<file path="src/rtl/sub_bist_pkg.sv">
// Shared types and constants for the sub_bist self-test engine.
// Optional compare-mode sweep is enabled by defining SUB_BIST_CMP_EN.
package sub_bist_pkg;

  typedef enum logic [2:0] {
    S_IDLE,
    S_DRIVE,
    S_WAIT,
    S_CHECK,
    S_DONE
  } state_t;

  localparam logic [1:0] MODE_ADD = 2'd0;
  localparam logic [1:0] MODE_SUB = 2'd1;
  localparam logic [1:0] MODE_CMP = 2'd2;

  localparam int ERR_W      = 10;
  localparam int IDX_W      = 10;
  localparam int N_VEC_BASE = 512;
  localparam int N_VEC_CMP  = 768;
`ifdef SUB_BIST_CMP_EN
  localparam int N_VEC = N_VEC_CMP;
`else
  localparam int N_VEC = N_VEC_BASE;
`endif
  localparam logic [IDX_W-1:0] LAST_IDX = IDX_W'(N_VEC - 1);

  typedef struct packed {
    logic [3:0] out;
    logic       cout;
    logic       ov;
    logic       ov_check;
  } gold_t;

  // Subtract and compare both run the adder in subtract configuration.
  function automatic logic mode_m(input logic [1:0] mode);
    return mode != MODE_ADD;
  endfunction

  function automatic logic mode_c(input logic [1:0] mode);
    return mode == MODE_CMP;
  endfunction

endpackage

</file>
<file path="src/rtl/sub_bist_if.sv">
// Operand/result bus between the BIST driver (master) and the sub unit (slave).
interface sub_bist_if;
  logic [3:0] A;
  logic [3:0] B;
  logic       M;
  logic       C;
  logic [3:0] OUT;
  logic       cout;
  logic       ov;

  modport master (output A, B, M, C, input OUT, cout, ov);
  modport slave  (input A, B, M, C, output OUT, cout, ov);
endinterface

</file>
<file path="src/rtl/sub_golden.sv">
// Combinational reference for the 4-bit add/subtract/compare unit.
module sub_golden
  import sub_bist_pkg::*;
(
  input  logic [3:0] a,
  input  logic [3:0] b,
  input  logic       m,
  input  logic       c,
  output gold_t      g
);
  logic [3:0] bx;
  logic [4:0] s5;

  assign bx = m ? ~b : b;
  assign s5 = {1'b0, a} + {1'b0, bx} + {4'b0, m};

  assign g.out      = s5[3:0];
  assign g.cout     = s5[4];
  assign g.ov       = (a[3] == bx[3]) && (s5[3] != a[3]);
  // Compare mode only defines OUT and cout.
  assign g.ov_check = ~c;
endmodule

</file>
<file path="src/rtl/sub_bist.sv">
// Exhaustive sweep driver/checker for the sub unit with first-failure capture.
// Define SUB_BIST_CMP_EN to add the compare-mode pass (768 vectors instead of 512).
module sub_bist
  import sub_bist_pkg::*;
#(
  parameter int SETTLE_CYC = 1
) (
  input  logic             clk,
  input  logic             rst,
  input  logic             start,
  sub_bist_if.master       bus,
  output logic             busy,
  output logic             done,
  output logic             pass,
  output logic [ERR_W-1:0] err_cnt,
  output logic             fail_valid,
  output logic [3:0]       fail_a,
  output logic [3:0]       fail_b,
  output logic [1:0]       fail_mode
);
  state_t           state;
  logic [IDX_W-1:0] idx;
  logic [3:0]       wait_cnt;
  logic [3:0]       a_q, b_q;
  logic             m_q, c_q;
  gold_t            g;
  logic             mismatch;

  assign bus.A = a_q;
  assign bus.B = b_q;
  assign bus.M = m_q;
  assign bus.C = c_q;

  sub_golden u_gold (.a(a_q), .b(b_q), .m(m_q), .c(c_q), .g(g));

  assign mismatch = (bus.OUT != g.out) || (bus.cout != g.cout) ||
                    (g.ov_check && (bus.ov != g.ov));
  assign pass     = done && (err_cnt == '0);

`ifdef SUB_BIST_CMP_EN
  always_ff @(posedge clk) begin
    if (rst)                  c_q <= 1'b0;
    else if (state == S_DRIVE) c_q <= mode_c(idx[9:8]);
  end
`else
  assign c_q = 1'b0;
`endif

  always_ff @(posedge clk) begin
    if (rst) begin
      state      <= S_IDLE;
      idx        <= '0;
      wait_cnt   <= '0;
      a_q        <= '0;
      b_q        <= '0;
      m_q        <= 1'b0;
      busy       <= 1'b0;
      done       <= 1'b0;
      err_cnt    <= '0;
      fail_valid <= 1'b0;
      fail_a     <= '0;
      fail_b     <= '0;
      fail_mode  <= '0;
    end else begin
      case (state)
        S_IDLE, S_DONE: begin
          if (start) begin
            state      <= S_DRIVE;
            idx        <= '0;
            err_cnt    <= '0;
            fail_valid <= 1'b0;
            fail_a     <= '0;
            fail_b     <= '0;
            fail_mode  <= '0;
            busy       <= 1'b1;
            done       <= 1'b0;
          end
        end
        S_DRIVE: begin
          a_q      <= idx[7:4];
          b_q      <= idx[3:0];
          m_q      <= mode_m(idx[9:8]);
          wait_cnt <= 4'(SETTLE_CYC - 1);
          state    <= (SETTLE_CYC > 0) ? S_WAIT : S_CHECK;
        end
        S_WAIT: begin
          if (wait_cnt == '0) state <= S_CHECK;
          else                wait_cnt <= wait_cnt - 4'd1;
        end
        S_CHECK: begin
          if (mismatch) begin
            if (err_cnt != '1) err_cnt <= err_cnt + 1'b1;
            // Only the first failing vector is kept for debug.
            if (!fail_valid) begin
              fail_valid <= 1'b1;
              fail_a     <= a_q;
              fail_b     <= b_q;
              fail_mode  <= idx[9:8];
            end
          end
          if (idx == LAST_IDX) begin
            state <= S_DONE;
            busy  <= 1'b0;
            done  <= 1'b1;
          end else begin
            idx   <= idx + 1'b1;
            state <= S_DRIVE;
          end
        end
        default: state <= S_IDLE;
      endcase
    end
  end
endmodule

</file>
<file path="src/flat_wrapper.sv">
// flat-port wrapper written by rule: the top's interface ports become plain ports
module sub_bist_flat import sub_bist_pkg::*;
#(
  parameter int SETTLE_CYC = 1
)
  (clk, rst, start, busy, done, pass, err_cnt, fail_valid, fail_a, fail_b, fail_mode, bus_A, bus_B, bus_M, bus_C, bus_OUT, bus_cout, bus_ov);
  sub_bist_if bus_i ();
  input  logic clk;
  input  logic rst;
  input  logic start;
  output logic busy;
  output logic done;
  output logic pass;
  output logic [ERR_W-1:0] err_cnt;
  output logic fail_valid;
  output logic [3:0] fail_a;
  output logic [3:0] fail_b;
  output logic [1:0] fail_mode;
  output wire logic [$bits(bus_i.A)-1:0] bus_A;
  output wire logic [$bits(bus_i.B)-1:0] bus_B;
  output wire logic [$bits(bus_i.M)-1:0] bus_M;
  output wire logic [$bits(bus_i.C)-1:0] bus_C;
  input wire logic [$bits(bus_i.OUT)-1:0] bus_OUT;
  input wire logic [$bits(bus_i.cout)-1:0] bus_cout;
  input wire logic [$bits(bus_i.ov)-1:0] bus_ov;
  assign bus_A = bus_i.A;
  assign bus_B = bus_i.B;
  assign bus_M = bus_i.M;
  assign bus_C = bus_i.C;
  assign bus_i.OUT = bus_OUT;
  assign bus_i.cout = bus_cout;
  assign bus_i.ov = bus_ov;
  sub_bist #(.SETTLE_CYC(SETTLE_CYC)) u_core (.clk(clk), .rst(rst), .start(start), .bus(bus_i), .busy(busy), .done(done), .pass(pass), .err_cnt(err_cnt), .fail_valid(fail_valid), .fail_a(fail_a), .fail_b(fail_b), .fail_mode(fail_mode));
endmodule
</file>
<file path="config.mk">
export PLATFORM = sky130hd
export DESIGN_NAME = sub_bist_flat
export DESIGN_NICKNAME = d
export VERILOG_FILES = /design/src/rtl/sub_bist_pkg.sv /design/src/rtl/sub_bist_if.sv /design/src/rtl/sub_golden.sv /design/src/rtl/sub_bist.sv /design/src/flat_wrapper.sv
export SDC_FILE = /design/constraint.sdc
export NUM_CORES = 1
export LEC_CHECK = 0
export CAP_MARGIN = 0
export CORE_MARGIN = 8
export CORE_UTILIZATION = 25
export DETAILED_ROUTE_END_ITERATION = 16
export GPL_TIMING_DRIVEN = 0
export PLACE_DENSITY = 0.47
export SYNTH_ARGS = -nofsm -noshare
export SYNTH_HDL_FRONTEND = slang
export SYNTH_HIERARCHICAL = 1
export SYNTH_SLANG_ARGS = --single-unit
</file>
<file path="constraint.sdc">
create_clock -name clk -period 7 [get_ports clk]
set_input_delay 1.75 -clock clk [delete_from_list [all_inputs] [get_ports clk]]
set_output_delay 1.75 -clock clk [all_outputs]
set_load 0.01 [all_outputs]
</file>
==> metrics.md <==
| Metric | Value |
|---|---|
| Run status | finished, final reports clean |
| Overflow after GRT | 0 |
| I/O pin cnt | 43 |
| Clk Latency, worst-skew pair | 0.30 ns |
| Clock Skew | 0.00834 ns |
| Clk buf depth | 2 |
| Vias in the first global route | 2215 |
| Worst hold margin | 0.491 ns |
| Drt initial violations | 161 |
| Yosys Warn Count | 6 |
| Worst-path fanout max | 7 |
| Most frequent cells in the layout | 49 x dfxtp_1, 41 x clkdlybuf4s50_1, 30 x nor2_1 |
| Drt first pass iters | 4 |
| Postcts setup bufs | 0 |
| Gr usage total | 0.0980 |
| Final Max Tran Viols | 0 |
| Reg clk slew, reported paths | 0.10 ns |
| Antenna violations before repair | 0 |
| Minimum clock period | 3.49 ns |
| Leak | 1.29 nW |
| Most common cell after layout, fill and taps aside | dfxtp_1 |
| DIE HEIGHT | 119 um |
| Fin nets | 355 |
| Setup CP Type | register to output pin |
| Max-cap viol count | 0 |
| P per Cell Area | 196 mW/mm2 |
| Final hold violation count | 0 |
| Post-CTS Resized | 0 |
| Max Fclk | 0.287 GHz |
| Max rail drop VDD | 0.0000845 V |
| Initial Util | 0.257 |
| Tcrit/Tclk final | 0.498 |
| RSZ-0062 raised after global routing | false |
| DIE WIDTH | 119 um |
| WP data required | 5.25 ns |
| Startpoint Class | register |
| Post-Synth Simple-Gate Area | 0.249 |
| Sequential area share after synthesis | 0.372 |
| Mapped Cells | 289 |
| Final instance area | 0.00334 mm2 |
| Largest net degree at the start of global routing | 16 |
| IO buf count | 41 |
| Seq cells post-synth | 49 |
| Clock sinks | 49 |
| Cts bufs inserted | 5 |
| CTS Hold Bufs | 0 |
| Layout area overhead | 26.7% |
| CTS tree | built |
| Total power | 0.000654 W |
| Worst setup EP type | output pin |
| # fillers | 1077 |
| Worst slew pin tran | 1.14 ns |
| Row Count | 37 |
| Largest family of logic cells by synthesized area | simple AND/OR/NAND/NOR gates |
| Post-DRT Antenna Nets | 0 |
| Mapped Avg Cell Area | 9.12 um2 |
| First-pass GRT wire length | 11400 um |
| H-tree levels | 2 |
| Setup violations, final | 0 |
| Wirelength, routed | 6910 um |
| Post-synthesis mux area share | 0.0456 |
| Compound-Gate Fraction of Synth Area | 0.180 |
| TNS Setup | 0 ns |
| Core box area | 0.0103 mm2 |
| Layout cells sized above 1 | 0.118 |
| Crit path cell chain | nor4b_1, and4b_1, clkdlybuf4s50_1 |
| Routability cong. | 0.773 |
| Synth Area in Adders | 0.0408 |
| Max transition margin | 0.230 |
| Max incr delay on CP | 0.53 ns |
| Detailed-route DRC error count | 0 |
| Reg2reg path depth | 11 |
| Hold crit path type | register to register |
| Wire per inst | 14.6 um |
| Clock root buffer | clkbuf_8 |
| Hold path depth | 2 |
| Cell area after synthesis | 0.00264 mm2 |
| Dpl cell area | 0.00322 mm2 |
| Drt via density | 4.75 |
| DR vias | 2257 |
| DP Wirelength | 5260 um |
| Die Area | 0.0141 mm2 |
| Crit path DAT | 1.74 ns |
| Post-synth cell types | 62 |
| Slowest library cell on the worst path | clkdlybuf4s50_1 |
| # diodes | 0 |
| Post-synthesis xor/xnor area fraction | 0.0631 |
[state kept, by name (all words and copies together), names as in the netlist, 2 cells and up]
signal / count
u_core/bus.B: 4
u_core/fail_b: 4
u_core/fail_mode: 2
u_core/state: 3
u_core/wait_cnt: 4
u_core/fail_a: 4
u_core/idx: 10
u_core/bus.A: 4
u_core/err_cnt: 10
[worst paths after layout]
path                       from                  to  slack [ns]
max reg2reg        u_core/bus.M    u_core/fail_b[2]        4.07
min reg2reg  u_core/wait_cnt[0]  u_core/wait_cnt[0]        0.49
min          u_core/wait_cnt[0]  u_core/wait_cnt[0]        0.49
max           u_core/err_cnt[4]                pass        3.51
[synthesized netlist by cell type, drive strengths merged]
| cell type | count | area (um2) |
|---|---|---|
| a211oi | 3 | 45.0 |
| or2 | 2 | 12.5 |
| a32o | 5 | 50.1 |
| buf | 9 | 71.3 |
| ha | 7 | 87.6 |
| or3 | 2 | 13.8 |
| and3 | 7 | 43.8 |
| a311oi | 1 | 8.76 |
| nor3 | 8 | 45.0 |
| fa | 1 | 20.0 |
| nor2b | 1 | 6.26 |
| a21oi | 22 | 125 |
| nor4b | 3 | 26.3 |
| nand2b | 3 | 18.8 |
| and4b | 1 | 10.0 |
| nor4 | 2 | 27.5 |
| nor3b | 5 | 53.8 |
| o21a | 4 | 30.0 |
| nand2 | 29 | 111 |
| xor2 | 18 | 158 |
| o2111ai | 2 | 17.5 |
| nand3b | 2 | 27.5 |
| mux2 | 2 | 30.0 |
| o21ai | 8 | 47.6 |
| clkbuf | 4 | 25.0 |
| or3b | 3 | 28.8 |
| o311ai | 2 | 17.5 |
| nor2 | 31 | 119 |
| a41o | 3 | 30.0 |
| o211ai | 4 | 30.0 |
| mux2i | 9 | 90.1 |
| conb | 1 | 3.75 |
| xnor2 | 1 | 8.76 |
| dfxtp | 49 | 981 |
| nand3 | 13 | 65.1 |
| inv | 8 | 30.0 |
| a31oi | 3 | 33.8 |
| a21o | 5 | 40.0 |
| and3b | 1 | 8.76 |
| nand4 | 3 | 25.0 |
| and2 | 2 | 12.5 |
[metrics by stage]
| step | setup slack (ns) | util | std cells |
|---|---|---|---|
| after floorplan | 4.12 | - | 290 |
| after global placement | 3.29 | 0.313 | 467 |
| after detailed placement | 3.31 | 0.313 | 467 |
| after CTS | 3.52 | 0.325 | 475 |
| after global routing | 3.38 | 0.325 | 475 |
| final | 3.51 | 0.325 | 475 |
[cells by family after synthesis]
family,after synthesis
simple gates,118
compound gates,62
flops,49
buf+inv,21
xor+xnor,19
mux,11
fa+ha+maj,8
other cells,1
[routing by layer]
metal	GRT usage	wire length [um]	share of wire	up-vias
met5	0	0	0	-
met4	0.0292	68	0.0098	0
met3	0.0243	294	0.043	6
met2	0.164	3330	0.48	47
met1	0.122	3220	0.47	1077
li1	-	-	-	1127
[worst max-delay path, delay by kind of cell (launching register included)]
kind | cells | cell delay, ns
buffers and inverters | 1 | 0.53
and+or+nand+nor | 2 | 0.51
DFF | 1 | 0.38
[power breakdown]
part | switching, W | leakage [nW] | internal, W | total, W
sequential | 0.0000104 | 0.396 | 0.000286 | 0.000297
combinational | 0.0000842 | 0.839 | 0.0000578 | 0.000142
clock | 0.0000985 | 0.0574 | 0.000116 | 0.000215
total | 0.000193 | 1.29 | 0.000460 | 0.000654
[cell type report]
type	count	area, um2	share of cell area
clock buffer	6	82.6	0.0247
tap	136	170	0.0509
timing repair buffer	41	410	0.123
sequential	49	981	0.294
buffer	13	96.3	0.0288
inverter	8	30.0	0.00899
multi-input combinational	220	1530	0.459
clock inverter	2	37.5	0.0112
(Power assumes the default switching activity.)
